<file path="src/rtl/shop_cmd_driver.sv">
// Replays a loaded script of shop tokens against the shop FSM, gating each issue on a prompt.
// Optional: SHOP_CMD_DRIVER_STOP_ON_ERR_EN ends the replay at the first error response.
module shop_cmd_driver #(
  parameter int I_A_NUM_BITS   = 56,
  parameter int O_A_NUM_BITS   = 72,
  parameter int I_U_NUM_BITS   = 4,
  parameter int SCRIPT_DEPTH   = 16,
  parameter int SETTLE_CYCLES  = 4,
  parameter int TIMEOUT_CYCLES = 256
) (
  input  logic                                  i_clk,
  input  logic                                  i_reset,
  input  logic                                  i_wr_en,
  input  logic [I_A_NUM_BITS-1:0]               i_wr_tok,
  input  logic [I_U_NUM_BITS-1:0]               i_wr_u,
  output logic                                  o_full,
  input  logic                                  i_start,
  input  logic [O_A_NUM_BITS-1:0]               i_shop_a,
  output logic                                  o_rdy,
  output logic [I_A_NUM_BITS-1:0]               o_a,
  output logic [I_U_NUM_BITS-1:0]               o_u,
  output logic                                  o_busy,
  output logic                                  o_done,
  output logic                                  o_timeout,
  output logic [$clog2(SCRIPT_DEPTH+1)-1:0]     o_err_cnt,
  output logic [O_A_NUM_BITS-1:0]               o_last_resp
);

  localparam int CW = $clog2(SCRIPT_DEPTH + 1);
  localparam int PW = $clog2(SCRIPT_DEPTH);
  localparam int WW = $clog2(TIMEOUT_CYCLES + 1);

  localparam logic [O_A_NUM_BITS-1:0] RESP_USR_DEL = "UsrDeletd";
  localparam logic [O_A_NUM_BITS-1:0] RESP_ITM_ADD = {8'h00, "ItmAdded"};
  localparam logic [O_A_NUM_BITS-1:0] RESP_ITM_DEL = "ItmDeletd";
  localparam logic [O_A_NUM_BITS-1:0] RESP_ITM_BUY = "ItmBought";

  typedef enum logic [2:0] {
    S_IDLE, S_WAIT_PROMPT, S_ISSUE, S_WAIT_RESP, S_FINISH
  } state_t;

  state_t state, state_n;

  logic [I_A_NUM_BITS-1:0] tok_mem [SCRIPT_DEPTH];
  logic [I_U_NUM_BITS-1:0] u_mem   [SCRIPT_DEPTH];
  logic [CW-1:0]           count;
  logic [CW-1:0]           rptr;
  logic [WW-1:0]           wcnt;
  logic [O_A_NUM_BITS-1:0] snap;

  logic is_prompt, is_success, is_error;
  logic wr_ok, start_ok, resp_end, timeout_hit;

  always_comb begin
    is_prompt   = (i_shop_a[7:0] == 8'h3F);
    is_success  = (i_shop_a == RESP_USR_DEL) || (i_shop_a == RESP_ITM_ADD) ||
                  (i_shop_a == RESP_ITM_DEL) || (i_shop_a == RESP_ITM_BUY);
    is_error    = (i_shop_a != '0) && !is_prompt && !is_success;
    wr_ok       = i_wr_en && (state == S_IDLE) && (count != CW'(SCRIPT_DEPTH));
    start_ok    = i_start && (state == S_IDLE);
    // A changed word wins over the settle limit; both end the wait the same way.
    resp_end    = (state == S_WAIT_RESP) &&
                  ((i_shop_a != snap) || (wcnt == WW'(SETTLE_CYCLES - 1)));
    timeout_hit = (state == S_WAIT_PROMPT) && !is_prompt &&
                  (wcnt == WW'(TIMEOUT_CYCLES - 1));
  end

  always_ff @(posedge i_clk or posedge i_reset) begin
    if (i_reset) state <= S_IDLE;
    else         state <= state_n;
  end

  always_comb begin
    state_n = state;
    o_rdy   = 1'b0;
    o_busy  = 1'b0;
    o_done  = 1'b0;
    case (state)
      S_IDLE: begin
        if (i_start) state_n = (count == '0) ? S_FINISH : S_WAIT_PROMPT;
      end
      S_WAIT_PROMPT: begin
        o_busy = 1'b1;
        if (is_prompt)        state_n = S_ISSUE;
        else if (timeout_hit) state_n = S_FINISH;
      end
      S_ISSUE: begin
        o_busy  = 1'b1;
        o_rdy   = 1'b1;
        state_n = S_WAIT_RESP;
      end
      S_WAIT_RESP: begin
        o_busy = 1'b1;
        if (resp_end) begin
          state_n = (rptr == count) ? S_FINISH : S_WAIT_PROMPT;
`ifdef SHOP_CMD_DRIVER_STOP_ON_ERR_EN
          if (is_error) state_n = S_FINISH;
`endif
        end
      end
      S_FINISH: begin
        o_done  = 1'b1;
        state_n = S_IDLE;
      end
      default: state_n = S_IDLE;
    endcase
  end

  // Script storage needs no reset: count gates every read.
  always_ff @(posedge i_clk) begin
    if (wr_ok) begin
      tok_mem[count[PW-1:0]] <= i_wr_tok;
      u_mem[count[PW-1:0]]   <= i_wr_u;
    end
  end

  always_ff @(posedge i_clk or posedge i_reset) begin
    if (i_reset) begin
      count       <= '0;
      o_full      <= 1'b0;
      rptr        <= '0;
      wcnt        <= '0;
      snap        <= '0;
      o_a         <= '0;
      o_u         <= '0;
      o_timeout   <= 1'b0;
      o_err_cnt   <= '0;
      o_last_resp <= '0;
    end else begin
      if (wr_ok) begin
        count  <= count + CW'(1);
        o_full <= ((count + CW'(1)) == CW'(SCRIPT_DEPTH));
      end
      wcnt <= (state_n != state) ? '0 : wcnt + WW'(1);
      if (start_ok) begin
        rptr      <= '0;
        o_err_cnt <= '0;
        o_timeout <= 1'b0;
      end
      if (state == S_WAIT_PROMPT && is_prompt) begin
        o_a <= tok_mem[rptr[PW-1:0]];
        o_u <= u_mem[rptr[PW-1:0]];
      end
      if (state == S_ISSUE) begin
        snap <= i_shop_a;
        rptr <= rptr + CW'(1);
      end
      if (timeout_hit) o_timeout <= 1'b1;
      if (resp_end) begin
        o_last_resp <= i_shop_a;
        if (is_error && (o_err_cnt != {CW{1'b1}})) o_err_cnt <= o_err_cnt + CW'(1);
      end
      if (state == S_FINISH) rptr <= '0;
    end
  end

endmodule
</file>
<file path="config.mk">
export PLATFORM = sky130hd
export DESIGN_NAME = shop_cmd_driver
export DESIGN_NICKNAME = d
export VERILOG_FILES = /design/src/rtl/shop_cmd_driver.sv
export SDC_FILE = /design/constraint.sdc
export NUM_CORES = 1
export LEC_CHECK = 0
export CORE_UTILIZATION = 62
export DETAILED_ROUTE_END_ITERATION = 8
export GPL_TIMING_DRIVEN = 0
export PLACE_DENSITY = 0.83
export SLEW_MARGIN = 20
export SYNTH_ARGS = -nofsm -noshare
export SYNTH_HDL_FRONTEND = slang
export SYNTH_SLANG_ARGS = --single-unit
</file>
<file path="constraint.sdc">
create_clock -name i_clk -period 16.58 [get_ports i_clk]
set_input_delay 3.316 -clock i_clk [delete_from_list [all_inputs] [get_ports i_clk]]
set_output_delay 3.316 -clock i_clk [all_outputs]
set_load 0.02 [all_outputs]
</file>
==> results.cfg, run 1 <==
[synthesis]
ys_seq_area_share_pct = 74.7
synthMuxAreaShare_pct = 16.1
synth-edff-count = 960
ys.flop_type = edfxtp_1
synth-compound-area-share_pct = 0.364
synthesis.instances = 2415
ys_ff_latch = 1193
avgSynthCellArea_um2 = 19.2
synth_xor_area_share_pct = 1.66
synthAdderAreaFrac_pct = 0.270
syn_nets = 2561
synth_top_family_by_area = multiplexers
synth_cell_types = 52
async_flop_share_pct = 19.5
synth_area_mm2 = 0.0464
ys_warn_count = 0
synth-simple-area-share_pct = 5.78

[floorplanning]
die-area_mm2 = 0.0759
coreArea_mm2 = 0.0735
ioPinCount = 278
row_count = 99
start_util_pct = 63.2
die_w_um = 276
die_h_um = 276

[critical_path]
start_kind = input pin
worstPathArrival_ns = 6.93
slowest_delay_ns = 0.71
cp_common_cell = nand2_1
r2r-start = rptr[1]
worstSetupPathType = in -> reg
cpMaxStageDelayCell = nor4_1
r2r_slack_ns = 12.45
worstSetupStartpoint = i_shop_a[12]
crit_required_ns = 17.18
cp-end-kind = flip-flop
cp_cell_sequence = clkdlybuf4s50_1 -> xor2_1 -> nor4_1 -> nand4_1 -> nor4_2 -> a211o_1 -> clkbuf_1 -> buf_2 -> nand2_1 -> nand2_1
crit_fanout = 10

[drt]
vias_per_cell = 6.84
firstDrtPassIters = 5
wl_per_cell_um = 34.1
drtIter0Drc = 3455
vias = 27000
antenna_left = 0
wirelength_mm = 134
drc = 0

[sta]
final.setup.tns_ns = 0
min_period_ns = 6.33
rsz0062_at_grt = false
relSlewSlack_pct = 24.7
final-setup-viol-count = 0
fmax_ghz = 0.158
drv_slew = 0
hold_viol_final = 0
fin_skew_ns = 0.0235
finalCritPeriodShare_pct = 38.2
worst_pin_slew_ns = 1.13

[clock_network]
holdBufCountCts = 0
cts_buffers = 113
postCtsSetupRepairBufs = 0
clock_latency_ns = 0.69
clk_root_buffer_cell = clkbuf_16
cts_htree_levels = 3
cts_resized = 0
clk_pin_slew_ns = 0.06
cts_max_path_buffers = 3
cts_num_sinks = 1193
cts_tree = yes

[status]
status = completed

[cells_and_area]
multi_input_area_mm2 = 0.0113
area_delta_synth_final_pct = 19.2
fill_cells = 3758
final_cells = 3940
drive_gt1_share_pct = 22.3
seq_area_mm2 = 0.0347
layout_commonest_cell = edfxtp_1
fin_nets = 3021
mostFrequentLayoutCells = edfxtp_1, nand2_1, mux4_2

[place]
dp_cells = 3719
portBuffers = 277
dp.final_hpwl_mm = 78.5
gp_congestion = 0.918

[global_routing]
grt_max_degree = 87
grt_usage_pct = 35.9
grt_pass1_vias = 27500
grt_overflow_total = 0
grt_pass1_wl_mm = 189
antenna_found_initial = 11

[power_and_ir_drop]
p_per_area_mw_per_mm2 = 124
leakage_nw = 18.7
peakVddDrop_mv = 0.113

[hold_path]
hold_class = reg -> reg
worstHoldStart = o_last_resp[32]

[job]
maxCapViolCount = 0
## worst max-delay path: cells and delay by family
kind | cells | cell delay (ns)
AND/OR/NAND/NOR | 5 | 1.71
buffers and inverters | 3 | 1.46
XOR/XNOR | 1 | 0.23
AO/OA/AOI/OAI | 1 | 0.19
## final cells by class
type	instances	area share, %
well taps	959	2.17
flip-flops and latches	1193	62.7
clock inverters	82	1.54
repair buffers	345	6.80
plain buffers	112	0.866
inverters	13	0.102
clock buffers	132	5.39
multi-input cells	1097	20.5
diodes	7	0.0317
## worst paths after layout
kind                                    to  cells after the start
setup / recovery           o_last_resp[56]                     10
hold / removal             o_last_resp[32]                      2
setup reg to reg                   o_a[51]                      6
hold reg to reg            o_last_resp[32]                      2
max in group asynchronous          o_a[27]                      3
min in group asynchronous          o_a[19]                      2
## power by group
| group | switching [W] | internal [W] | total [W] |
|---|---|---|---|
| Sequential | 0.0000907 | 0.00339 | 0.00349 |
| Clock | 0.00116 | 0.00154 | 0.00270 |
| Combinational | 0.000386 | 0.000275 | 0.000661 |
| Total | 0.00164 | 0.00521 | 0.00684 |
## metrics by stage
step / utilization (%) / area (µm²) / hold slack [ns] / power, W / setup WS [ns]
CTS: 75.3 / 55300 / 0.477 / 0.00684 / 10.25
finish: 75.3 / 55300 / 0.475 / 0.00684 / 10.25
global placement: 68.6 / 50400 / 0.457 / 0.00412 / 2.12
detailed placement: 70.0 / 51500 / 0.462 / 0.00417 / 9.66
global route: 75.3 / 55300 / 0.497 / 0.00700 / 10.11
floorplan: - / 46400 / 0.448 / 0.00383 / 6.87
## routing by layer
layer,global-route usage [%],vias up,part of all wire [%]
li1,-,10400,-
met1,44.6,13700,34
met2,59.4,2344,50
met3,7.66,479,10
met4,19.9,6,5.6
met5,0,-,0.031
## cell families after synthesis
logic type               count (synthesis)
AO/OA/AOI/OAI                           27
XOR/XNOR                                88
adder cells (fa/ha/maj)                 10
buffers and inverters                  125
flip-flops                            1193
multiplexers                           365
AND/OR/NAND/NOR                        607
## Yosys cell counts, types with 15 or more instances
library cell / instances / share of area (%)
clkbuf_1: 64 / 0.52
xor2_1: 80 / 1.5
edfxtp_1: 960 / 62
mux2_2: 60 / 1.5
nand4_1: 19 / 0.26
buf_2: 15 / 0.16
dfrtp_1: 233 / 13
nor2_1: 25 / 0.20
nand2_1: 455 / 3.7
buf_1: 27 / 0.22
nor4_1: 27 / 0.36
mux4_2: 300 / 15
## state kept, by name (all words and copies together), names as in the netlist
name and flops:
rptr 5, o_full 1, o_last_resp 72, wcnt 9, state 3, o_a 56, snap 72, o_timeout 1
count 5, o_u 4, o_err_cnt 5, u_mem 64, tok_mem 896
(Power assumes the default switching activity.)
==> inputs of run 2 (changes only) <==
--- a/config.mk
+++ b/config.mk
@@ -5,10 +5,10 @@
 export SDC_FILE = /design/constraint.sdc
 export NUM_CORES = 1
 export LEC_CHECK = 0
-export CORE_UTILIZATION = 62
+export CORE_UTILIZATION = 59
 export DETAILED_ROUTE_END_ITERATION = 8
 export GPL_TIMING_DRIVEN = 0
-export PLACE_DENSITY = 0.83
+export PLACE_DENSITY = 0.79
 export SLEW_MARGIN = 20
 export SYNTH_ARGS = -nofsm -noshare
 export SYNTH_HDL_FRONTEND = slang
==> constraint.sdc (replaced) <==
create_clock -name i_clk -period 5.9 [get_ports i_clk]
set_input_delay 1.18 -clock i_clk [delete_from_list [all_inputs] [get_ports i_clk]]
set_output_delay 1.18 -clock i_clk [all_outputs]
set_load 0.02 [all_outputs]
==> run 2 against run 1 <==
Effect of this change:
- clock power grew to 2.7 times the previous value
- register-to-register slack got worse by 10 ns
- design area is 0.33% higher
- hold slack better by 0.0068 ns
- count of clock-buffer cells in the layout is 23 higher
- sequential power increased to 2.8 times the previous value
- routed wire length shrank 5.1%
==> results.cfg, run 2 (synthesis results as in run 1) <==
[status]
status = completed

[place]
placed_area_mm2 = 0.0517
portBuffers = 277
dp_slack_ns = 1.23
dp.final_hpwl_mm = 77.6
gp_congestion = 0.960

[power_and_ir_drop]
p_per_area_mw_per_mm2 = 342
leakage_nw = 18.8
sw_frac_of_total_pct = 24.0
internal-power_w = 0.0144
peakVddDrop_mv = 0.285
power_frac_seq_pct = 51.6
p_sw_w = 0.00456
pwr-share-comb_pct = 9.7
clockPowerShare_pct = 38.7

[clock_network]
cts_max_path_buffers = 3
cts_num_sinks = 1193
cts_resized = 0
clk_pin_slew_ns = 0.06
postCtsSetupRepairBufs = 0
cts_buffers = 113
cts_htree_levels = 3
clock_latency_ns = 0.69
holdBufCountCts = 0
cts_tree = yes
clk_root_buffer_cell = clkbuf_16

[global_routing]
grt_pass1_vias = 27000
grt_overflow_total = 0
antenna_found_initial = 15
grt_max_degree = 35
grt_usage_pct = 32.6
grt_pass1_wl_mm = 183

[drt]
drc = 0
drtIter0Drc = 3137
vias = 26300
firstDrtPassIters = 6
antenna_left = 0
wirelength_mm = 127
wl_per_cell_um = 31.7
vias_per_cell = 6.53

[critical_path]
cp_cell_sequence = clkdlybuf4s50_1 -> xor2_1 -> nor4_1 -> nand4_1 -> nor4_2 -> a211o_1 -> clkbuf_1 -> buf_2 -> nand2_1 -> nand2_1
cp_common_cell = nand2_1
worstSetupPathType = in -> reg
crit_buf_inv = 3
worstSetupStartpoint = i_shop_a[10]
crit_required_ns = 6.51
slowest_delay_ns = 0.64
crit_fanout = 10
worstPathArrival_ns = 4.72
critical-path-top-delay-family = simple AND/OR/NAND/NOR gates
cpMaxStageDelayCell = nor4_1
r2r-start = rptr[1]
cp-end-kind = flip-flop
start_kind = input pin

[sta]
fmax_ghz = 0.243
drv_slew = 0
hold_viol_final = 0
relSlewSlack_pct = 24.5
worst_pin_slew_ns = 1.13
rsz0062_at_grt = false
final-setup-viol-count = 0
setup_slack_ns = 1.79
finalCritPeriodShare_pct = 69.7
min_period_ns = 4.11
fin_skew_ns = 0.0180

[cells_and_area]
layout_commonest_cell = edfxtp_1
fin_nets = 3024
mostFrequentLayoutCells = edfxtp_1, nand2_1, mux4_2
fill_cells = 4471
final_area_mm2 = 0.0555
largest_reg_flops = 896
drive_gt1_share_pct = 22.4
area_delta_synth_final_pct = 19.6

[floorplanning]
coreArea_mm2 = 0.0776
row_count = 102
die_h_um = 282
die_w_um = 282
start_util_pct = 59.8
ioPinCount = 278
die-area_mm2 = 0.0798

[hold_path]
hold_class = reg -> reg
worstHoldStart = o_last_resp[35]

[job]
maxCapViolCount = 0
[run 2: cell count changes in the layout (fill, tap and decap cells not counted), moves of 3 or more]
cell        previous run  this run
clkinvlp_4             4         8
bufinv_16             16         6
buf_6                 12         5
clkinv_4               0         5
inv_16                 0         3
clkbuf_8               4        17
buf_16                11        21
clkinv_1              27        13
clkinv_2              29        17
buf_4                 34        38
clkbuf_1              73        83
buf_12                17        13
[run 2: power groups by stage]
stage	Sequential [W]	Combinational [W]	Clock, W
final	0.00979	0.00184	0.00735
after global routing	0.00982	0.00195	0.00771
after CTS	0.00978	0.00183	0.00740
after detailed placement	0.00994	0.00180	0
after global placement	0.00994	0.00164	0
after floorplan	0.0101	0.000663	0
[run 2: area by class of cell]
class,instances,area (µm²),area share [%]
Inverter,13,52.6,0.0947
Tap cell,1040,1300,2.34
Clock inverter,58,571,1.03
Timing Repair Buffer,348,3910,7.04
Multi-Input combinational cell,1097,11300,20.4
Sequential cell,1193,34700,62.4
Buffer,112,477,0.859
Antenna cell,8,20.0,0.0361
Clock buffer,155,3200,5.77
[run 2: per-stage QoR]
stage / util [%] / setup TNS, ns / power [W] / std cells / hold WS, ns
after global routing: 71.5 / 0 / 0.0195 / 4022 / 0.498
final: 71.5 / 0 / 0.0190 / 4024 / 0.482
after floorplan: - / -107.03 / 0.0108 / 2415 / 0.448
after detailed placement: 66.6 / 0 / 0.0117 / 3803 / 0.464
after global placement: 65.1 / -2406.82 / 0.0116 / 3732 / 0.458
after CTS: 71.5 / 0 / 0.0190 / 4016 / 0.479
[run 2: tightest hold or removal path: cells and delay by family, from the launching register on]
| family | cells | cell delay [ns] |
|---|---|---|
| AND/OR/NAND/NOR | 2 | 0.11 |
| flip-flops | 1 | 0.34 |
[run 2: layer usage]
layer,vias to the layer above,part of all wire (%),track usage (%)
met3,382,10,6.62
met1,13500,35,40.9
met2,1953,50,54.1
li1,10400,-,-
met5,-,0.086,0
met4,16,5.2,17.0
[run 2: final timing paths]
check / end / slack (ns) / cells after the start
max: o_last_resp[40] / 1.79 / 10
max in group asynchronous: o_a[22] / 3.98 / 5
min: o_last_resp[35] / 0.48 / 2
min in group asynchronous: o_last_resp[5] / 0.87 / 2
max reg2reg: o_a[51] / 2.08 / 6
min reg2reg: o_last_resp[35] / 0.48 / 2
==> inputs of run 3 (changes only) <==
==> constraint.sdc (replaced) <==
create_clock -name i_clk -period 4.26 [get_ports i_clk]
set_input_delay 0.852 -clock i_clk [delete_from_list [all_inputs] [get_ports i_clk]]
set_output_delay 0.852 -clock i_clk [all_outputs]
set_load 0.02 [all_outputs]
==> run 3 against run 2 <==
Effect of this change:
- first-iteration DRC count increased by 7.0%
- flip-flop and latch count unchanged
- final cell count increased by 0.17%
- via count increased by 0.67%
- clock power increased by 43%
- clock skew increased by 0.029 ns
- die area unchanged
- power increased by 40%
- setup slack got worse by 1.5 ns
- routed wire length increased by 0.37%
- global-route usage about the same
- non-clock buffer count increased by 1
- largest power group unchanged
==> results.cfg, run 3 (synthesis results as in run 1) <==
[cells_and_area]
fin_nets = 3026
area_delta_synth_final_pct = 19.8
largest_reg_flops = 896
mostFrequentLayoutCells = edfxtp_1, nand2_1, mux4_2
drive_gt1_share_pct = 22.8
layout_commonest_cell = edfxtp_1
final_area_mm2 = 0.0556

[sta]
fmax_ghz = 0.254
drv_slew = 0
relSlewSlack_pct = 21.9
final.setup.tns_ns = 0
final-setup-viol-count = 0
min_period_ns = 3.93
rsz0062_at_grt = false
hold_viol_final = 0
fin_skew_ns = 0.0471
finalCritPeriodShare_pct = 92.3
worst_pin_slew_ns = 1.17

[drt]
vias = 26400
wl_per_cell_um = 31.7
drc = 0
antenna_left = 0
firstDrtPassIters = 6
drtIter0Drc = 3356
wirelength_mm = 128
vias_per_cell = 6.56

[floorplanning]
coreArea_mm2 = 0.0776
ioPinCount = 278
row_count = 102
start_util_pct = 59.8
die_h_um = 282
die_w_um = 282
die-area_mm2 = 0.0798

[critical_path]
cp-end-kind = flip-flop
crit_fanout = 10
r2r_slack_ns = 0.33
start_kind = flip-flop
crit_required_ns = 4.81
worstSetupPathType = reg -> reg
worstPathArrival_ns = 4.49

[clock_network]
cts_tree = yes
clock_latency_ns = 0.71
cts_buffers = 114
cts_htree_levels = 3
cts_resized = 0
holdBufCountCts = 0
clk_root_buffer_cell = clkbuf_16
cts_num_sinks = 1193
postCtsSetupRepairBufs = 0
cts_max_path_buffers = 3
clk_pin_slew_ns = 0.07

[global_routing]
grt_overflow_total = 0
grt_max_degree = 40
grt_pass1_vias = 27500
antenna_found_initial = 15
grt_usage_pct = 32.6
grt_pass1_wl_mm = 182

[place]
placed_area_mm2 = 0.0516
dp.final_hpwl_mm = 77.6
gp_congestion = 0.959
portBuffers = 277

[power_and_ir_drop]
peakVddDrop_mv = 0.343
p_per_area_mw_per_mm2 = 479
leakage_nw = 18.8

[hold_path]
hold_class = reg -> reg

[job]
maxCapViolCount = 0

[status]
status = completed
==> run 3: cell types whose count changed in the layout (fill, tap and decap cells not counted), sizes merged <==
cell      previous run  this run
bufinv               6        13
buf                111       110
clkinv              38        40
inv                 19        16
clkbuf             227       230
clkinvlp             8         6
diode                8         9
==> run 3: final timing paths <==
path,startpoint,to,cells past startpoint
max,rptr[1],o_a[50],6
min,o_last_resp[0],o_last_resp[0],2
max reg2reg,rptr[1],o_a[50],6
min reg2reg,o_last_resp[0],o_last_resp[0],2
max in group asynchronous,i_reset,o_a[24],6
min in group asynchronous,i_reset,o_a[29],2
==> run 3: routing by layer <==
metal	wire length [µm]	up-vias	global-route usage, %
met5	101	-	0
met4	7300	16	17.9
met3	12700	457	6.98
met2	64100	1943	54.5
met1	43600	13600	39.9
li1	-	10400	-
==> run 3: where the power goes <==
part / switching (W) / internal (W) / total [W]
registers: 0.000348 / 0.0132 / 0.0136
logic: 0.00147 / 0.00108 / 0.00254
clock network: 0.00446 / 0.00606 / 0.0105
==> run 3: worst max-delay path, cell delays in order, from the launching register on <==
cell	delay, ns
dfrtp_1	0.35
clkbuf_1	0.64
buf_1	0.75
clkbuf_1	0.75
mux4_2	0.46
mux4_2	0.52
mux2_2	0.28
==> run 3: layout make-up <==
type                       count  area (µm²)
buffer                       112         482
fill                        4442       22000
inverter                      13        52.6
tap                         1040        1300
clock inverter                62         726
antenna                        9        22.5
sequential                  1193       34700
timing repair buffer         349        3860
multi-input combinational   1097       11300
clock buffer                 156        3190
==> run 3: through the flow <==
step                      std cells  setup WS, ns  power, W  util [%]  hold WS [ns]
after global routing           4027         0.354    0.0273      71.6         0.492
after global placement         3732         -7.66    0.0160      65.1         0.459
after detailed placement       3804       -0.0593    0.0163      66.6         0.465
after CTS                      4022         0.362    0.0266      71.6         0.482
final                          4031         0.327    0.0266      71.7         0.476
after floorplan                2415         -1.76    0.0149         -         0.448
==> RTL edit (config.mk and constraints of run 1) <==
Make the reset (`i_reset`) synchronous in 2 clocked blocks.
--- a/src/rtl/shop_cmd_driver.sv
+++ b/src/rtl/shop_cmd_driver.sv
@@ -66,5 +66,5 @@
   end
 
-  always_ff @(posedge i_clk or posedge i_reset) begin
+  always_ff @(posedge i_clk) begin
     if (i_reset) state <= S_IDLE;
     else         state <= state_n;
@@ -115,5 +115,5 @@
   end
 
-  always_ff @(posedge i_clk or posedge i_reset) begin
+  always_ff @(posedge i_clk) begin
     if (i_reset) begin
       count       <= '0;
Formal check against the unedited RTL: differs if i_reset is asserted again (counterexample within 4 cycles, from zero or initial values and one cycle with i_reset high); with i_reset held inactive, the same outputs for 4 cycles.
==> RTL edit against run 1 <==
Wire length fell by 3.8%. Non-clock buffer count fell by 21. Area after synthesis shrank 1.5%. Final area decreased by 2.4%. Synthesized cell count grew 3.7%. Sequential cell count stayed put. Register-to-register slack better by 0.43 ns. Setup slack lost 0.43 ns. Worst hold slack worse by 0.021 ns. Critical path type unchanged. Highest routed layer unchanged.
Power is not compared: it rests on default switching activity, and its combinational part moved more than twofold at a synthesized area within 25%.
==> RTL edit: results (changes against run 1) <==
Outcome: finished, final reports clean (unchanged)
Ratio of cells with drive above 1 in the final layout: 18.1% (was 22.3%)
Number of buffers created by CTS: 111 (was 113)
CP Data Arrival Time: 7.35 ns (was 6.93 ns)
NumNets Final: 3064 (was 3021)
Starting DRT DRC Count: 3811 (was 3455)
Met2 wire len: 65200 um (was 67300 um)
Port-buffer cells: 276 (was 277)
# fillers: 3924 (was 3758)
Via/cell ratio: 6.78 (was 6.84)
Mean cell area of the mapped netlist: 18.2 sq um (was 19.2 sq um)
Post-Syn Nets: 2651 (was 2561)
M1 GR Usage: 42.1% (was 44.6%)
Vias in the first global route: 27737 (was 27506)
Global routing usage on met3: 7.69% (was 7.66%)
Drt pass-1 iters: 6 (was 5)
Slowest-stage cell, CP: buf_1 (was nor4_1)
Max stage delay on crit path: 0.82 ns (was 0.71 ns)
Vias: 27014 (was 26968)
Fraction of registers with async set or reset after synthesis: 0% (was 19.5%)
Pre-CTS WS: 9.47 ns (was 9.66 ns)
Placed instance area: 0.0503 sq mm (was 0.0515 sq mm)
Sequential area share after synthesis: 73.3% (was 74.7%)
Global-route usage over all layers: 34.9% (was 35.9%)
Gpl congestion: 1.00 (was 0.918)
Compound-Gate Fraction of Synth Area: 1.86% (was 0.364%)
Met1 Wirelength: 42600 um (was 45300 um)
RTL edit: cell families after synthesis:
family	Yosys count
simple gates	536
xor+xnor	87
fa+ha+maj	10
flops	1193
mux	375
buf+inv	141
compound gates	163
RTL edit: layout make-up:
cell class / instances / area share (%)
Multi-Input combinational cell: 1171 / 21.7
Buffer: 136 / 1.02
Clock buffer: 147 / 5.62
Timing Repair Buffer: 300 / 6.18
Inverter: 5 / 0.0348
Antenna cell: 11 / 0.0510
Tap cell: 959 / 2.22
Sequential cell: 1193 / 62.0
Clock inverter: 64 / 1.13
RTL edit: worst paths after layout:
kind,to,slack (ns),cells past startpoint
min reg2reg,o_a[31]$_SDFFE_PP0P_,0.45,2
max reg2reg,o_a[24]$_SDFFE_PP0P_,12.88,7
min,o_a[31]$_SDFFE_PP0P_,0.45,2
max,o_a[40]$_SDFFE_PP0P_,9.83,8
